**src/rtl/decoder_latent_dense.sv**
```systemverilog
// Dense layer expanding the 50-element latent vector to 100 neurons (Q10.10 data, Q2.4 weights).
// Optional ReLU activation after saturation is enabled by defining DECODER_RELU_EN.
module decoder_latent_dense #(
    parameter int IN_COUNT              = 50,
    parameter int OUT_COUNT             = 100,
    parameter int INTEGER_WIDTH         = 10,
    parameter int FRACTION_WIDTH        = 10,
    parameter int WEIGHT_BIT_WIDTH      = 6,
    parameter int WEIGHT_FRACTION_WIDTH = 4,
    parameter int READ_LATENCY          = 2
) (
    input  logic                                      clk,
    input  logic                                      reset,
    input  logic                                      start,
    output logic [6:0]                                latent_address,
    output logic                                      latent_enable,
    input  logic [INTEGER_WIDTH+FRACTION_WIDTH-1:0]   latent_data,
    output logic [12:0]                               weight_address,
    input  logic [WEIGHT_BIT_WIDTH-1:0]               weight_data,
    output logic [6:0]                                bias_address,
    input  logic [INTEGER_WIDTH+FRACTION_WIDTH-1:0]   bias_data,
    input  logic [6:0]                                dec_output_address,
    input  logic                                      dec_output_enable,
    output logic [INTEGER_WIDTH+FRACTION_WIDTH-1:0]   dec_output_data,
    output logic                                      busy,
    output logic                                      done
);

    localparam int DATA_WIDTH = INTEGER_WIDTH + FRACTION_WIDTH;
    localparam int PROD_WIDTH = DATA_WIDTH + WEIGHT_BIT_WIDTH;
    localparam int PHASE_LEN  = IN_COUNT + READ_LATENCY;
    localparam int CNT_W      = $clog2(PHASE_LEN + 1);
    localparam int BUF_AW     = $clog2(IN_COUNT);
    localparam int MEM_AW     = $clog2(OUT_COUNT);

    localparam logic signed [31:0] SAT_MAX = (32'sd1 <<< (DATA_WIDTH - 1)) - 32'sd1;
    localparam logic signed [31:0] SAT_MIN = -(32'sd1 <<< (DATA_WIDTH - 1));
    localparam logic [DATA_WIDTH-1:0] SAT_MAX_V = {1'b0, {(DATA_WIDTH-1){1'b1}}};
    localparam logic [DATA_WIDTH-1:0] SAT_MIN_V = {1'b1, {(DATA_WIDTH-1){1'b0}}};

    typedef enum logic [2:0] {
        S_IDLE  = 3'd0,
        S_LOAD  = 3'd1,
        S_MAC   = 3'd2,
        S_BIAS  = 3'd3,
        S_WRITE = 3'd4,
        S_DONE  = 3'd5
    } state_t;

    state_t                   state_q, state_d;
    logic [CNT_W-1:0]         cnt_q, cnt_d;
    logic [6:0]               j_q, j_d;
    logic signed [31:0]       acc_q, acc_d;
    logic [DATA_WIDTH-1:0]    result_q, result_d;
    logic [6:0]               latent_address_q, latent_address_d;
    logic                     latent_enable_q, latent_enable_d;
    logic [12:0]              weight_address_q, weight_address_d;
    logic [6:0]               bias_address_q, bias_address_d;
    logic                     busy_q, busy_d;
    logic                     done_q, done_d;
    logic [DATA_WIDTH-1:0]    dec_output_data_q, dec_output_data_d;

    logic [DATA_WIDTH-1:0]    buf_q [IN_COUNT];
    logic [DATA_WIDTH-1:0]    mem_q [OUT_COUNT];
    logic                     buf_we_s;
    logic [BUF_AW-1:0]        buf_idx_s;
    logic                     mem_we_s;

    // Product of one latent element and one weight, rescaled to Q10.10 by flooring shift.
    function automatic logic signed [31:0] mac_term(input logic signed [DATA_WIDTH-1:0] x,
                                                    input logic signed [WEIGHT_BIT_WIDTH-1:0] w);
        logic signed [PROD_WIDTH-1:0] p;
        p = PROD_WIDTH'(x) * PROD_WIDTH'(w);
        p = p >>> WEIGHT_FRACTION_WIDTH;
        return {{(32-PROD_WIDTH){p[PROD_WIDTH-1]}}, p};
    endfunction

    function automatic logic [DATA_WIDTH-1:0] saturate(input logic signed [31:0] v);
        if (v > SAT_MAX) begin
            return SAT_MAX_V;
        end else if (v < SAT_MIN) begin
            return SAT_MIN_V;
        end else begin
            return v[DATA_WIDTH-1:0];
        end
    endfunction

    function automatic logic [DATA_WIDTH-1:0] activate(input logic [DATA_WIDTH-1:0] v);
`ifdef DECODER_RELU_EN
        if (v[DATA_WIDTH-1]) begin
            return '0;
        end else begin
            return v;
        end
`else
        return v;
`endif
    endfunction

    // Buffer slot that the returned read data belongs to, READ_LATENCY cycles behind the counter.
    assign buf_idx_s = BUF_AW'(cnt_q - CNT_W'(READ_LATENCY));

    // Next-state, datapath and registered-output computation.
    always_comb begin
        state_d           = state_q;
        cnt_d             = cnt_q;
        j_d               = j_q;
        acc_d             = acc_q;
        result_d          = result_q;
        latent_address_d  = latent_address_q;
        latent_enable_d   = 1'b0;
        weight_address_d  = weight_address_q;
        bias_address_d    = bias_address_q;
        busy_d            = busy_q;
        done_d            = done_q;
        buf_we_s          = 1'b0;
        mem_we_s          = 1'b0;

        case (state_q)
            S_IDLE, S_DONE: begin
                if (start) begin
                    state_d          = S_LOAD;
                    busy_d           = 1'b1;
                    done_d           = 1'b0;
                    cnt_d            = '0;
                    latent_address_d = 7'd0;
                    latent_enable_d  = 1'b1;
                end else begin
                    state_d = state_q;
                end
            end
            S_LOAD: begin
                if (int'(cnt_q) >= READ_LATENCY) begin
                    buf_we_s = 1'b1;
                end else begin
                    buf_we_s = 1'b0;
                end
                if (int'(cnt_q) + 1 < IN_COUNT) begin
                    latent_enable_d  = 1'b1;
                    latent_address_d = 7'(cnt_q) + 7'd1;
                end else begin
                    latent_enable_d  = 1'b0;
                end
                if (int'(cnt_q) == PHASE_LEN - 1) begin
                    state_d          = S_MAC;
                    cnt_d            = '0;
                    j_d              = 7'd0;
                    acc_d            = 32'sd0;
                    weight_address_d = 13'd0;
                    bias_address_d   = 7'd0;
                end else begin
                    cnt_d = cnt_q + CNT_W'(1);
                end
            end
            S_MAC: begin
                if (int'(cnt_q) >= READ_LATENCY) begin
                    acc_d = acc_q + mac_term(buf_q[buf_idx_s], weight_data);
                end else begin
                    acc_d = acc_q;
                end
                if (int'(cnt_q) + 1 < IN_COUNT) begin
                    weight_address_d = weight_address_q + 13'd1;
                end else begin
                    weight_address_d = weight_address_q;
                end
                if (int'(cnt_q) == PHASE_LEN - 1) begin
                    state_d = S_BIAS;
                end else begin
                    cnt_d = cnt_q + CNT_W'(1);
                end
            end
            S_BIAS: begin
                result_d = activate(saturate(acc_q +
                           $signed({{(32-DATA_WIDTH){bias_data[DATA_WIDTH-1]}}, bias_data})));
                state_d  = S_WRITE;
            end
            S_WRITE: begin
                mem_we_s = 1'b1;
                acc_d    = 32'sd0;
                if (j_q == 7'(OUT_COUNT - 1)) begin
                    state_d = S_DONE;
                    busy_d  = 1'b0;
                    done_d  = 1'b1;
                end else begin
                    // Weight address sits at j*IN_COUNT+IN_COUNT-1, so +1 is the next row start.
                    state_d          = S_MAC;
                    j_d              = j_q + 7'd1;
                    cnt_d            = '0;
                    bias_address_d   = j_q + 7'd1;
                    weight_address_d = weight_address_q + 13'd1;
                end
            end
            default: begin
                state_d = S_IDLE;
                busy_d  = 1'b0;
                done_d  = 1'b0;
            end
        endcase
    end

    // Downstream read port: registered lookup, hold when not enabled.
    always_comb begin
        dec_output_data_d = dec_output_data_q;
        if (dec_output_enable) begin
            if (dec_output_address < 7'(OUT_COUNT)) begin
                dec_output_data_d = mem_q[MEM_AW'(dec_output_address)];
            end else begin
                dec_output_data_d = '0;
            end
        end else begin
            dec_output_data_d = dec_output_data_q;
        end
    end

    // Control and output registers with synchronous reset.
    always_ff @(posedge clk) begin
        if (reset) begin
            state_q           <= S_IDLE;
            cnt_q             <= '0;
            j_q               <= 7'd0;
            acc_q             <= 32'sd0;
            result_q          <= '0;
            latent_address_q  <= 7'd0;
            latent_enable_q   <= 1'b0;
            weight_address_q  <= 13'd0;
            bias_address_q    <= 7'd0;
            busy_q            <= 1'b0;
            done_q            <= 1'b0;
            dec_output_data_q <= '0;
        end else begin
            state_q           <= state_d;
            cnt_q             <= cnt_d;
            j_q               <= j_d;
            acc_q             <= acc_d;
            result_q          <= result_d;
            latent_address_q  <= latent_address_d;
            latent_enable_q   <= latent_enable_d;
            weight_address_q  <= weight_address_d;
            bias_address_q    <= bias_address_d;
            busy_q            <= busy_d;
            done_q            <= done_d;
            dec_output_data_q <= dec_output_data_d;
        end
    end

    // Latent buffer and result memory; contents survive reset.
    always_ff @(posedge clk) begin
        if (buf_we_s && !reset) begin
            buf_q[buf_idx_s] <= latent_data;
        end
        if (mem_we_s && !reset) begin
            mem_q[MEM_AW'(j_q)] <= result_q;
        end
    end

    assign latent_address  = latent_address_q;
    assign latent_enable   = latent_enable_q;
    assign weight_address  = weight_address_q;
    assign bias_address    = bias_address_q;
    assign busy            = busy_q;
    assign done            = done_q;
    assign dec_output_data = dec_output_data_q;

endmodule

```
**config.mk**
```make
export PLATFORM = sky130hd
export DESIGN_NAME = decoder_latent_dense
export DESIGN_NICKNAME = d
export VERILOG_FILES = /design/src/rtl/decoder_latent_dense.sv
export SDC_FILE = /design/constraint.sdc
export NUM_CORES = 2
export LEC_CHECK = 0
export BUFFER_PORTS_ARGS = -buffer_cell sky130_fd_sc_hd__buf_2
export CAP_MARGIN = 15
export CORE_ASPECT_RATIO = 0.7
export CORE_UTILIZATION = 36
export CTS_BUF_LIST = sky130_fd_sc_hd__clkbuf_2 sky130_fd_sc_hd__clkbuf_4 sky130_fd_sc_hd__clkbuf_8
export DETAILED_ROUTE_END_ITERATION = 7
export PLACE_DENSITY = 0.53
export SLEW_MARGIN = 25
export SYNTH_ARGS = -nofsm -noshare
export SYNTH_HDL_FRONTEND = slang
export SYNTH_SLANG_ARGS = --single-unit
```
**constraint.sdc**
```tcl
create_clock -name clk -period 12.25 [get_ports clk]
set_input_delay 1.225 -clock clk [delete_from_list [all_inputs] [get_ports clk]]
set_output_delay 1.225 -clock clk [all_outputs]
set_load 0.01 [all_outputs]
```
; Word level (Yosys, flattened, before mapping)
; Memory sizes are Yosys's and may differ from the RTL's.
; Index checks and enable logic that the tools add are counted.
; W data, S select, Z words.
[classes]
add_sub_neg = 8
multipliers = 1
magnitude_cmp = 5
eq_ne = 16
n_mux = 42
n_bitwise = 1
reduce_logical = 17
[op_table]
columns = operator, n
row1 = $pmux W32 S3, 1
row2 = $mux W32, 2
row3 = $mux W20, 3
row4 = $mux W13, 3
row5 = $pmux W13 S3, 1
row6 = $add A32 B20 Y32, 1
row7 = $add A32 B22 Y32, 1
row8 = $gt A32 B20 Y1 const B, 1
row9 = $lt A32 B20 Y1 const B, 1
row10 = $mux W7, 4
row11 = $pmux W7 S2, 2
row12 = $mul A20 B6 Y26, 1
row13 = $mux W6, 4
row14 = $pmux W6 S4, 1
row15 = $ne A2 B2 Y1 const B, 9
row16 = $pmux W3 S5, 1
row17 = $reduce_and A3 Y1, 5
row18 = $add A6 B1 Y7 const B, 2
row19 = $add A13 B1 Y13 const B, 1
row20 = $mux W1, 13
row21 = $mux W3, 4
row22 = $reduce_and A4 Y1, 2
row23 = $add A7 B1 Y7 const B, 1
row24 = $eq A7 B7 Y1 const B, 1
row25 = 20 further kinds, 25
[word_totals]
ff_bits = 111
ram_bits = 3000
in_bits = 57
out_inout_bits = 50
word_cells = 103
n_memories = 2
[mem_list]
columns = memory, depth, width, rd, rd_ports_with_merged_regs, wr, line
row1 = mem_q, 100, 20, 1, 0, 1, 64  ; logic [DATA_WIDTH-1:0] mem_q [OUT_COUNT];
row2 = buf_q, 50, 20, 1, 0, 1, 63  ; logic [DATA_WIDTH-1:0] buf_q [IN_COUNT];

; Longest topological paths before layout
[logic_depth]
ltp_word = 6
depth_mapped = 51
mapped_depth_nobuf = 43

; Worst setup path after synthesis
; No wires, ideal clock.
[synth_path]
path_type = register to register
start = register cnt_q[1]
end = register acc_q[31]
setup_ns = 0.075
arrival_ns = 11.092
required_time_ns = 12.175
setup_slack_ns = 1.083
stages_incl_launch_ff = 44
n_path_buf = 9
period_less_slack_ns = 11.167
cell_sequence = dfxtp_1 buf_2 buf_1 clkbuf_1 inv_1 clkbuf_1 clkbuf_1 ha_1 buf_2 buf_2 clkbuf_1 clkbuf_1 mux2i_1 o22ai_1 nor4_1 nand2b_1 fa_1 fa_1 (+8 left out) o21ai_0 a21oi_1 o41ai_1 o21ai_0 o41ai_1 or4b_2 o211ai_1 ha_1 a21o_1 a21o_1 a21oi_1 o21ai_0 a211oi_1 a21oi_1 a211oi_1 xor2_1 or4_1 a31oi_1
[synth_via]
elab_chain_len = 6
word_cells_on_any_way = 11
cone_classes = 2 x add/sub / 1 x mul / 1 x order compare / 3 x eq/ne / 2 x mux / 1 x reduce/logical / 1 x memory
[synth_rtl]
columns = element, line
row1 = "start, declared", 51  ; logic [CNT_W-1:0] cnt_q, cnt_d;
row2 = "start signal, assigned", 232  ; cnt_q <= cnt_d;
row3 = $sub A6 B2 Y6, 101  ; assign buf_idx_s = BUF_AW'(cnt_q - CNT_W'(READ_LATENCY));
row4 = $mem_v2 Z50 W20, n/a
row5 = $mul A20 B6 Y26, 73  ; p = PROD_WIDTH'(x) * PROD_WIDTH'(w);
row6 = $add A32 B22 Y32, 157  ; acc_d = acc_q + mac_term(buf_q[buf_idx_s], weight_data);
row7 = $mux W32, 156  ; if (int'(cnt_q) >= READ_LATENCY) begin
row8 = $pmux W32 S3, 119  ; case (state_q)
row9 = "end signal, assigned", 221  ; acc_q <= 32'sd0;
row10 = "end signal, assigned", 234  ; acc_q <= acc_d;
row11 = "end, declared", 53  ; logic signed [31:0] acc_q, acc_d;
; Several ways; a longest one is shown, not always the timed one. The select of a mux whose other input is x is not followed.
; A chain may end at the register's enable or synchronous reset.

; Worst setup path after layout
[layout_path]
start = register cnt_q[2]
end = register acc_q[31]
; The elaborated chain is that of the path after synthesis.

==> results.sh <==
export IMPL_viasPerCell=5.413
export IMPL_detailed_place_hpwl_mm=194.7
export IMPL_synth_top_area_cell="edfxtp_1"
export IMPL_syn_area_sq_um=126500
export IMPL_cts_tree="yes"
export IMPL_r2r_slack_ns=0.97
export IMPL_total_power_w=0.02229
export IMPL_ir_drop_uv=95.65
export IMPL_synth_compound_area_share_pct=2.544
export IMPL_yosysUniqueCellTypes=85
export IMPL_synth_top_family_by_area="multiplexers"
export IMPL_path_class="reg -> reg"
export IMPL_hold_path_class="reg -> reg"
export IMPL_clk_pin_slew_ns=0.06
export IMPL_dieHeight_um=497.9
export IMPL_multi_input_area_sq_um=33210
export IMPL_final_nets=6884
export IMPL_status="complete, no violations"
export IMPL_cts_resized=0
export IMPL_clock_fmax_mhz=88.64
export IMPL_hold_buffers=0
export IMPL_grt_total_usage_pct=18.67
export IMPL_detail_route_antenna_nets=0
export IMPL_cts_htree_levels=5
export IMPL_maxCapViolCount=0
export IMPL_insertion_delay_ns=1.11
export IMPL_rows=181
export IMPL_tns_ns=0
export IMPL_synth_top_area_share_pct=71.23
export IMPL_synth_area_per_cell_sq_um=20.57
export IMPL_regArea_sq_um=92390
export IMPL_critPathLaunch="cnt_q[2]"
export IMPL_yosys_top_cells_count="edfxtp_1, mux4_2, nor2_1, clkbuf_1, nand2_1"
export IMPL_min_from="latent_address[3]"
export IMPL_powerDensity_nw_per_um2=155.6
export IMPL_cp_start_kind="register"
export IMPL_synth_sequential_area_ratio_pct=72.99
export IMPL_port_buffers=106
export IMPL_crit_top_cell="a21oi_1"
export IMPL_dieArea_sq_um=353700
export IMPL_routabilityCongestion=0.8117
export IMPL_cts_setup_buffers=0
export IMPL_maxSlewHeadroom_pct=27.29
export IMPL_synth_flop_cell="edfxtp_1"
export IMPL_fin_crit_ns=11.28
export IMPL_fillers=30651
export IMPL_die_x_um=710.4
export IMPL_required_ns=13.16
export IMPL_maxSlewViolCount=0
export IMPL_grt_overflow_total=0
export IMPL_netlist_top_cells_area="edfxtp_1, mux4_2, dfxtp_1, fa_1, ha_1"
export IMPL_finalHoldViolations=0
export IMPL_async_flop_share_pct=0
export IMPL_drt_iter0_drc=6916
export IMPL_arrival_ns=12.20
export IMPL_slowest_stage="nand2b_1"
export IMPL_first_pass_iters=6
export IMPL_core_area_sq_um=348500
export IMPL_synth_most_common_cell="edfxtp_1"
export IMPL_r2r_start="cnt_q[2]"
export IMPL_post_drt_wl_per_cell_um=28.70
export IMPL_hold_ws_ns=0.4582
export IMPL_drc=0
export IMPL_routed_wl_mm=334.9
export IMPL_synth_edf_count=3000
export IMPL_skew_ns=0.1441
export IMPL_synth_simple_gate_area_share_pct=3.228
export IMPL_worst_pin_slew_ns=1.091
export IMPL_via_count=63158
export IMPL_synth_fp_nets=6409
export IMPL_synth_mux_area_share_pct=16.87
export IMPL_synthAdderAreaFrac_pct=2.515
export IMPL_clock_sinks=3111
export IMPL_grt_pass1_wl_mm=476.2
export IMPL_antenna_found_initial=30
export IMPL_setup_viol=0
export IMPL_cts_root_buffer="clkbuf_8"
export IMPL_rsz0062_at_grt="false"
export IMPL_crit_path_max_fanout=16
export IMPL_min_period_over_period_pct=92.10
export IMPL_clockBufferDepth=4
export IMPL_yosys_area_share_xor_xnor_pct=0.5817
export IMPL_grt_pass1_vias=63998
export IMPL_initial_core_util_pct=36.29
export IMPL_p_leak_nw=46.17
export IMPL_ioPinCount=107
export IMPL_synth_cells=6149
export IMPL_yosys_register_bits=3111
export IMPL_syn_to_final_growth_pct=13.29
export IMPL_end_kind="register"
export IMPL_critPathMaxStageDelay_ns=0.66
export IMPL_drive_gt1_share_pct=31.41
export IMPL_grt_max_degree=129
export IMPL_cts_buffers_inserted=460
export IMPL_yosys_warnings=0
[registers in the layout, indices dropped and copies added (netlist names), 7 cells and up]
signal / flops
result_q: 20
buf_q: 1000
dec_output_data: 20
weight_address: 13
mem_q: 2000
bias_address: 7
acc_q: 32
latent_address: 7
[worst max-delay path, delay by kind of cell (launching register included)]
family          cells  cell delay (ns)
compound gates     21             4.46
xor+xnor            1             0.13
fa+ha+maj           7             2.96
buf+inv             4             0.73
flops               1             0.42
simple gates        7             2.51
[cells by family after synthesis]
family,Yosys count
flops,3111
compound gates,484
fa+ha+maj,204
mux,1013
simple gates,852
buf+inv,401
xor+xnor,84
[layout by cell type, fill, tap and decap left out, drive strengths merged, types with 117 or more instances in the layout]
cell type  count
clkinv       136
edfxtp      3000
clkbuf       670
a21oi        140
mux4         894
ha           119
buf          329
nor2         334
nand2        153
nor2b        117
[through the flow]
stage | instance area, sq um | util (%) | cells | worst slack (ns)
global placement | 134100 | 38.48 | 10825 | 1.033
detailed placement | 134200 | 38.49 | 10826 | 1.015
CTS | 143100 | 41.07 | 11653 | 0.9429
finish | 143300 | 41.11 | 11668 | 0.9682
global route | 143300 | 41.10 | 11656 | 0.2528
floorplan | 126500 | - | 6149 | 1.083
[power by group]
| part | total, W | internal, W | switching, W |
|---|---|---|---|
| sequential | 0.0115 | 0.0115 | 0.00000566 |
| clock | 0.00835 | 0.00435 | 0.00400 |
| combinational | 0.00240 | 0.00103 | 0.00137 |
| total | 0.0223 | 0.0169 | 0.00538 |
[metal layers]
layer | GRT usage (%) | vias to the layer above | routed length [um]
met4 | 3.805 | 6 | 6291
li1 | - | 26419 | -
met5 | 0 | - | 36
met3 | 3.422 | 433 | 23740
met1 | 28.20 | 34105 | 153000
met2 | 28.33 | 2195 | 151900
[worst paths after layout]
| kind | endpoint | depth (start not counted) |
|---|---|---|
| setup reg to reg | acc_q[31] | 40 |
| hold reg to reg | latent_address[3] | 2 |
| hold / removal | latent_address[3] | 2 |
| setup / recovery | acc_q[31] | 40 |
[cell type report]
| type | instances | share of cell area, % |
|---|---|---|
| clock inverters | 157 | 0.6497 |
| well taps | 4666 | 4.075 |
| diodes | 13 | 0.02270 |
| clock buffers | 670 | 5.615 |
| multi-input cells | 2637 | 23.18 |
| flip-flops and latches | 3111 | 64.48 |
| inverters | 85 | 0.2227 |
| repair buffers | 329 | 1.758 |
Note: power is estimated with default switching activity, not from simulation.
